**config.mk**
```make
export PLATFORM = sky130hd
export DESIGN_NAME = block_serial_adder_subtractor
export DESIGN_NICKNAME = d
export VERILOG_FILES = /design/src/rtl/block_serial_adder_subtractor.sv
export SDC_FILE = /design/constraint.sdc
export NUM_CORES = 1
export LEC_CHECK = 0
export ABC_AREA = 1
export CORE_UTILIZATION = 45
export DETAILED_ROUTE_END_ITERATION = 12
export PLACE_DENSITY_LB_ADDON = 0.3
export SLEW_MARGIN = 10
export SYNTH_ARGS = -nofsm -noshare
export SYNTH_HDL_FRONTEND = slang
export SYNTH_SLANG_ARGS = --single-unit
```
**constraint.sdc**
```tcl
create_clock -name clk -period 2.4 [get_ports clk]
set_input_delay 0.48 -clock clk [delete_from_list [all_inputs] [get_ports clk]]
set_output_delay 0.48 -clock clk [all_outputs]
set_load 0.02 [all_outputs]
```
**src/rtl/block_serial_adder_subtractor.sv**
```systemverilog
// Block-serial adder/subtractor: resolves BLOCK_SIZE bits per cycle with a
// full carry-lookahead block, carrying between blocks in a single register.
module block_serial_adder_subtractor #(
  parameter int WIDTH      = 16,
  parameter int BLOCK_SIZE = 4
) (
  input  logic             clk,
  input  logic             rst,
  input  logic             start,
  input  logic [WIDTH-1:0] A,
  input  logic [WIDTH-1:0] B,
  input  logic             sub,
  output logic             busy,
  output logic             done,
  output logic [WIDTH-1:0] S,
  output logic             Cout,
  output logic             OF
);

  localparam int NBLK  = WIDTH / BLOCK_SIZE;
  localparam int IDX_W = (NBLK > 1) ? $clog2(NBLK) : 1;

  if (WIDTH % BLOCK_SIZE != 0) begin : g_width_check
    $error("WIDTH must be a multiple of BLOCK_SIZE");
  end

  typedef enum logic [1:0] {IDLE, RUN, DONE} state_t;

  state_t                  state, state_nxt;
  logic [WIDTH-1:0]        a_reg, b_reg;
  logic                    carry;
  logic [IDX_W-1:0]        idx;
  logic                    last_blk;
  logic [BLOCK_SIZE-1:0]   a_blk, b_blk, p, g, sum_blk;
  logic [BLOCK_SIZE:0]     c;

  // c[i] is the carry into bit i of the block; c[BLOCK_SIZE] is the block carry-out.
  // Every carry is a flat sum of products of G/P terms and the carry-in.
  function automatic logic [BLOCK_SIZE:0] lookahead(input logic [BLOCK_SIZE-1:0] pv,
                                                    input logic [BLOCK_SIZE-1:0] gv,
                                                    input logic              cin);
    logic [BLOCK_SIZE:0] cv;
    logic                term;
    cv    = '0;
    cv[0] = cin;
    for (int i = 0; i < BLOCK_SIZE; i++) begin
      term = cin;
      for (int k = 0; k <= i; k++) term = term & pv[k];
      cv[i+1] = term;
      for (int j = 0; j <= i; j++) begin
        term = gv[j];
        for (int k = j + 1; k <= i; k++) term = term & pv[k];
        cv[i+1] = cv[i+1] | term;
      end
    end
    return cv;
  endfunction

  always_comb begin
    a_blk   = a_reg[int'(idx)*BLOCK_SIZE +: BLOCK_SIZE];
    b_blk   = b_reg[int'(idx)*BLOCK_SIZE +: BLOCK_SIZE];
    p       = a_blk ^ b_blk;
    g       = a_blk & b_blk;
    c       = lookahead(p, g, carry);
    sum_blk = p ^ c[BLOCK_SIZE-1:0];
  end

  assign last_blk = (idx == IDX_W'(NBLK - 1));

  always_comb begin
    state_nxt = state;
    busy      = 1'b0;
    done      = 1'b0;
    case (state)
      IDLE: if (start) state_nxt = RUN;
      RUN: begin
        busy = 1'b1;
        if (last_blk) state_nxt = DONE;
      end
      DONE: begin
        busy      = 1'b1;
        done      = 1'b1;
        state_nxt = IDLE;
      end
      default: state_nxt = IDLE;
    endcase
  end

  always_ff @(posedge clk or posedge rst) begin
    if (rst) begin
      state <= IDLE;
      a_reg <= '0;
      b_reg <= '0;
      carry <= 1'b0;
      idx   <= '0;
      S     <= '0;
      Cout  <= 1'b0;
      OF    <= 1'b0;
    end else begin
      state <= state_nxt;
      case (state)
        IDLE: if (start) begin
          // Subtraction is A + ~B + 1: invert B once here, seed carry with sub.
          a_reg <= A;
          b_reg <= B ^ {WIDTH{sub}};
          carry <= sub;
          idx   <= '0;
        end
        RUN: begin
          S[int'(idx)*BLOCK_SIZE +: BLOCK_SIZE] <= sum_blk;
          carry <= c[BLOCK_SIZE];
          idx   <= last_blk ? '0 : idx + 1'b1;
          if (last_blk) begin
            Cout <= c[BLOCK_SIZE];
            OF   <= c[BLOCK_SIZE-1] ^ c[BLOCK_SIZE];
          end
        end
        default: ;
      endcase
    end
  end

endmodule

```
==> parameters.txt <==
Parameter                              Value

Layout
  Area added between synthesis and finish    27.0%
  Post-route core utilization    between 50% and 60%
  Fraction of layout cells with a size suffix above 1    between 7 and 8%
  Most common cell after layout, fill and taps aside    nand2_1
  Diode insertion count for antenna repair    0
  Seq. cell area    1380 um^2
  Net count, final    437
  Most frequent cells in the layout    nand2_1 (107), dfrtp_1 (55), clkdlybuf4s50_1 (55)
  Fill cell count    538
  Combined area of the multi-input logic cells    1270 um^2

Synthesis
  Yosys warning total    0
  Gate Count Post-Synth    around 330
  Number of register bits inferred by synthesis    55
  Netlist Area Pre-Place    2790 um^2
  Syn nets    around 380
  Sequential-to-total area share from yosys stat    49.3%
  Average instance area after synthesis    8.54 um^2
  Unique cell type count in the Yosys netlist    28

Setup path
  Endpoint type of the worst setup path    flop
  Worst-path maximum fanout    16
  Critical path type    reg2reg
  Crit path DAT    2.45 ns
  Reg-to-reg slack, setup    0.21 ns
  Worst reg2reg path startpoint    idx[0]
  CP startpoint kind    flop
  End of the worst register-to-register path    S[15]
  Number of cells traversed by the worst register-to-register path    12
  Req. time, crit path    around 2.7 ns

Timing
  Setup repair after global routing missed its margin    false
  Number of failing hold endpoints at the final stage    0
  Slew Viols, Final    0
  Achievable frequency    456 MHz
  Final total negative setup slack    0 ns
  Remaining max-slew budget at the tightest pin    72.5%
  Worst Max-Slew Pin Slew    0.407 ns
  Shortest clock period the worst path allows after layout    around 2.2 ns
  Worst Clk Skew    0.00486 ns
  Count of endpoints failing setup in the final report    0
  Post-route clock period utilization    91.3%

Global route
  Antenna violations before repair    0
  Total gr overflow    0
  Number of global-route vias before repair    about 2200
  GRT Overall Usage    between 20% and 30%
  Pin count of the biggest net entering global routing    56
  First-pass GRT wire length    around 10000 um

Routing
  Count of TritonRoute iterations in the first routing pass    4
  1st-iter DRT viols    160
  Routed vias    2241
  Remaining routing DRC violations    0
  Wire length after detailed routing    5940 um
  Number of nets still failing antenna checks after routing    0
  Drt via density    between 4 and 5
  Routed wire length per instance    12.9 um

Placed design
  Detailed placement HPWL    ~4500 um
  Routability cong.    0.838
  Number of input and output port buffers inserted    55

Power and ir drop
  Pwr dens    1340 nW/um^2
  Highest ir drop seen on vdd    607 uV
  Post-layout power    4770 uW
  Static power due to leakage    approximately 0.0017 uW

Clocking
  CTS Sinks    between 50 and 60
  Number of levels the H-tree was split into    2
  Clock latency reported for the late side of the worst-skew pair    0.31 ns
  TritonCTS clock tree    yes
  Number of clock buffers inserted by TritonCTS    5
  Clock buffer depth    2
  CTS root buffer    clkbuf_8
  CTS clk-pin slew, worst paths    0.09 ns

Hold path
  Hold WC Path Type    reg2reg
  End of the worst hold path    S[4]
  Number of cells traversed by the worst hold path    2
  Hold Startpoint    S[4]

Outcome
  Outcome    finished, final reports clean

Run
  Max-cap violations    0

Die
  Floorplan Core Area    between 5000 and 6000 um^2
  Placement Rows    28
  Effective utilization at floorplan    a little under half
  Die width    80.8 um
  Die ar.    6520 um^2
  Number of I/O pins    56
  Die span in y    a little over 80 um
## layer usage
metal | track usage [%] | vias up | part of all wire, %
met1 | 25.4 | 1006 | 45
li1 | - | 1173 | -
met4 | 6.25 | 0 | 1.6
met5 | 0 | - | 0
met3 | 4.49 | 9 | 3.5
met2 | 35.3 | 53 | 50
## cell usage after synthesis (all sizes together)
library cell | instances | area, um^2
nand2 | 108 | 408
a22o | 1 | 8.76
inv | 20 | 75.1
clkinv | 1 | 3.75
nand3 | 8 | 45.0
clkbuf | 2 | 7.51
nand4 | 1 | 6.26
o21ai | 50 | 258
a31oi | 1 | 6.26
o22ai | 8 | 50.1
xnor2 | 18 | 158
dfrtp | 55 | 1380
buf | 11 | 63.8
nor2 | 24 | 95.1
nor3 | 1 | 10.0
ha | 14 | 175
o41ai | 1 | 8.76
fa | 1 | 20.0
a32o | 1 | 10.0
o211ai | 1 | 7.51
## logic make-up after synthesis
family                   share of synthesized area [%]
AO/OA/AOI/OAI                                     12.5
adder cells (fa/ha/maj)                           6.99
AND/OR/NAND/NOR                                   20.2
flip-flops                                        49.3
XOR/XNOR                                          5.65
buffers and inverters                             5.38
## power by group
part	internal (uW)	total [uW]	leakage, uW	switching, uW
Clock	227	521	0.0000470	294
Sequential	1330	1600	0.000705	267
Combinational	1080	2650	0.000924	1570
## worst max-delay path, cell delays in order (launching register included)
cell and delay (ns):
dfrtp_1 0.41, buf_4 0.22, o21ai_0 0.09, o22ai_1 0.22, ha_1 0.27, ha_1 0.20, nand3_1 0.09, nand4_1 0.14
nand2_1 0.13, nand2_1 0.09, nor2_2 0.13, nand3_1 0.08, nand2_1 0.06
## final cells by class
cell class,instances,area share (%)
repair buffers,65,18.0
clock buffers,6,2.33
clock inverters,1,0.141
multi-input cells,238,35.9
flip-flops and latches,55,38.8
well taps,75,2.65
inverters,21,2.22
## what timing repair did
action | in CTS | in global routing
endpoints found under the setup margin | 0 | 3
setup buffers | 0 | 1
gates resized for setup | 0 | 2
hold buffers | 0 | 0
## worst max-delay path by stage
stage / cells after the start / to / from / slack, ns
CTS: 12 / S[15] / idx[0] / 0.17
detailed placement: 12 / S[15] / idx[0] / 0.19
floorplan: 14 / S[15] / idx[0] / 0.15
global route: 12 / S[15] / idx[0] / 0.0002
global placement: 11 / S[6] / idx[0] / 0.32
finish: 12 / S[15] / idx[0] / 0.21
## metrics by stage
| step | setup WS, ns | area, um^2 | cells | hold WS [ns] |
|---|---|---|---|---|
| floorplan | 0.146 | 2790 | 327 | 0.444 |
| global placement | 0.316 | 3450 | 453 | 0.466 |
| detailed placement | 0.193 | 3450 | 453 | 0.470 |
| CTS | 0.167 | 3530 | 460 | 0.493 |
| global route | 0.000209 | 3550 | 461 | 0.506 |
| finish | 0.208 | 3550 | 461 | 0.488 |
No activity file was read; power rests on OpenSTA's default activity.
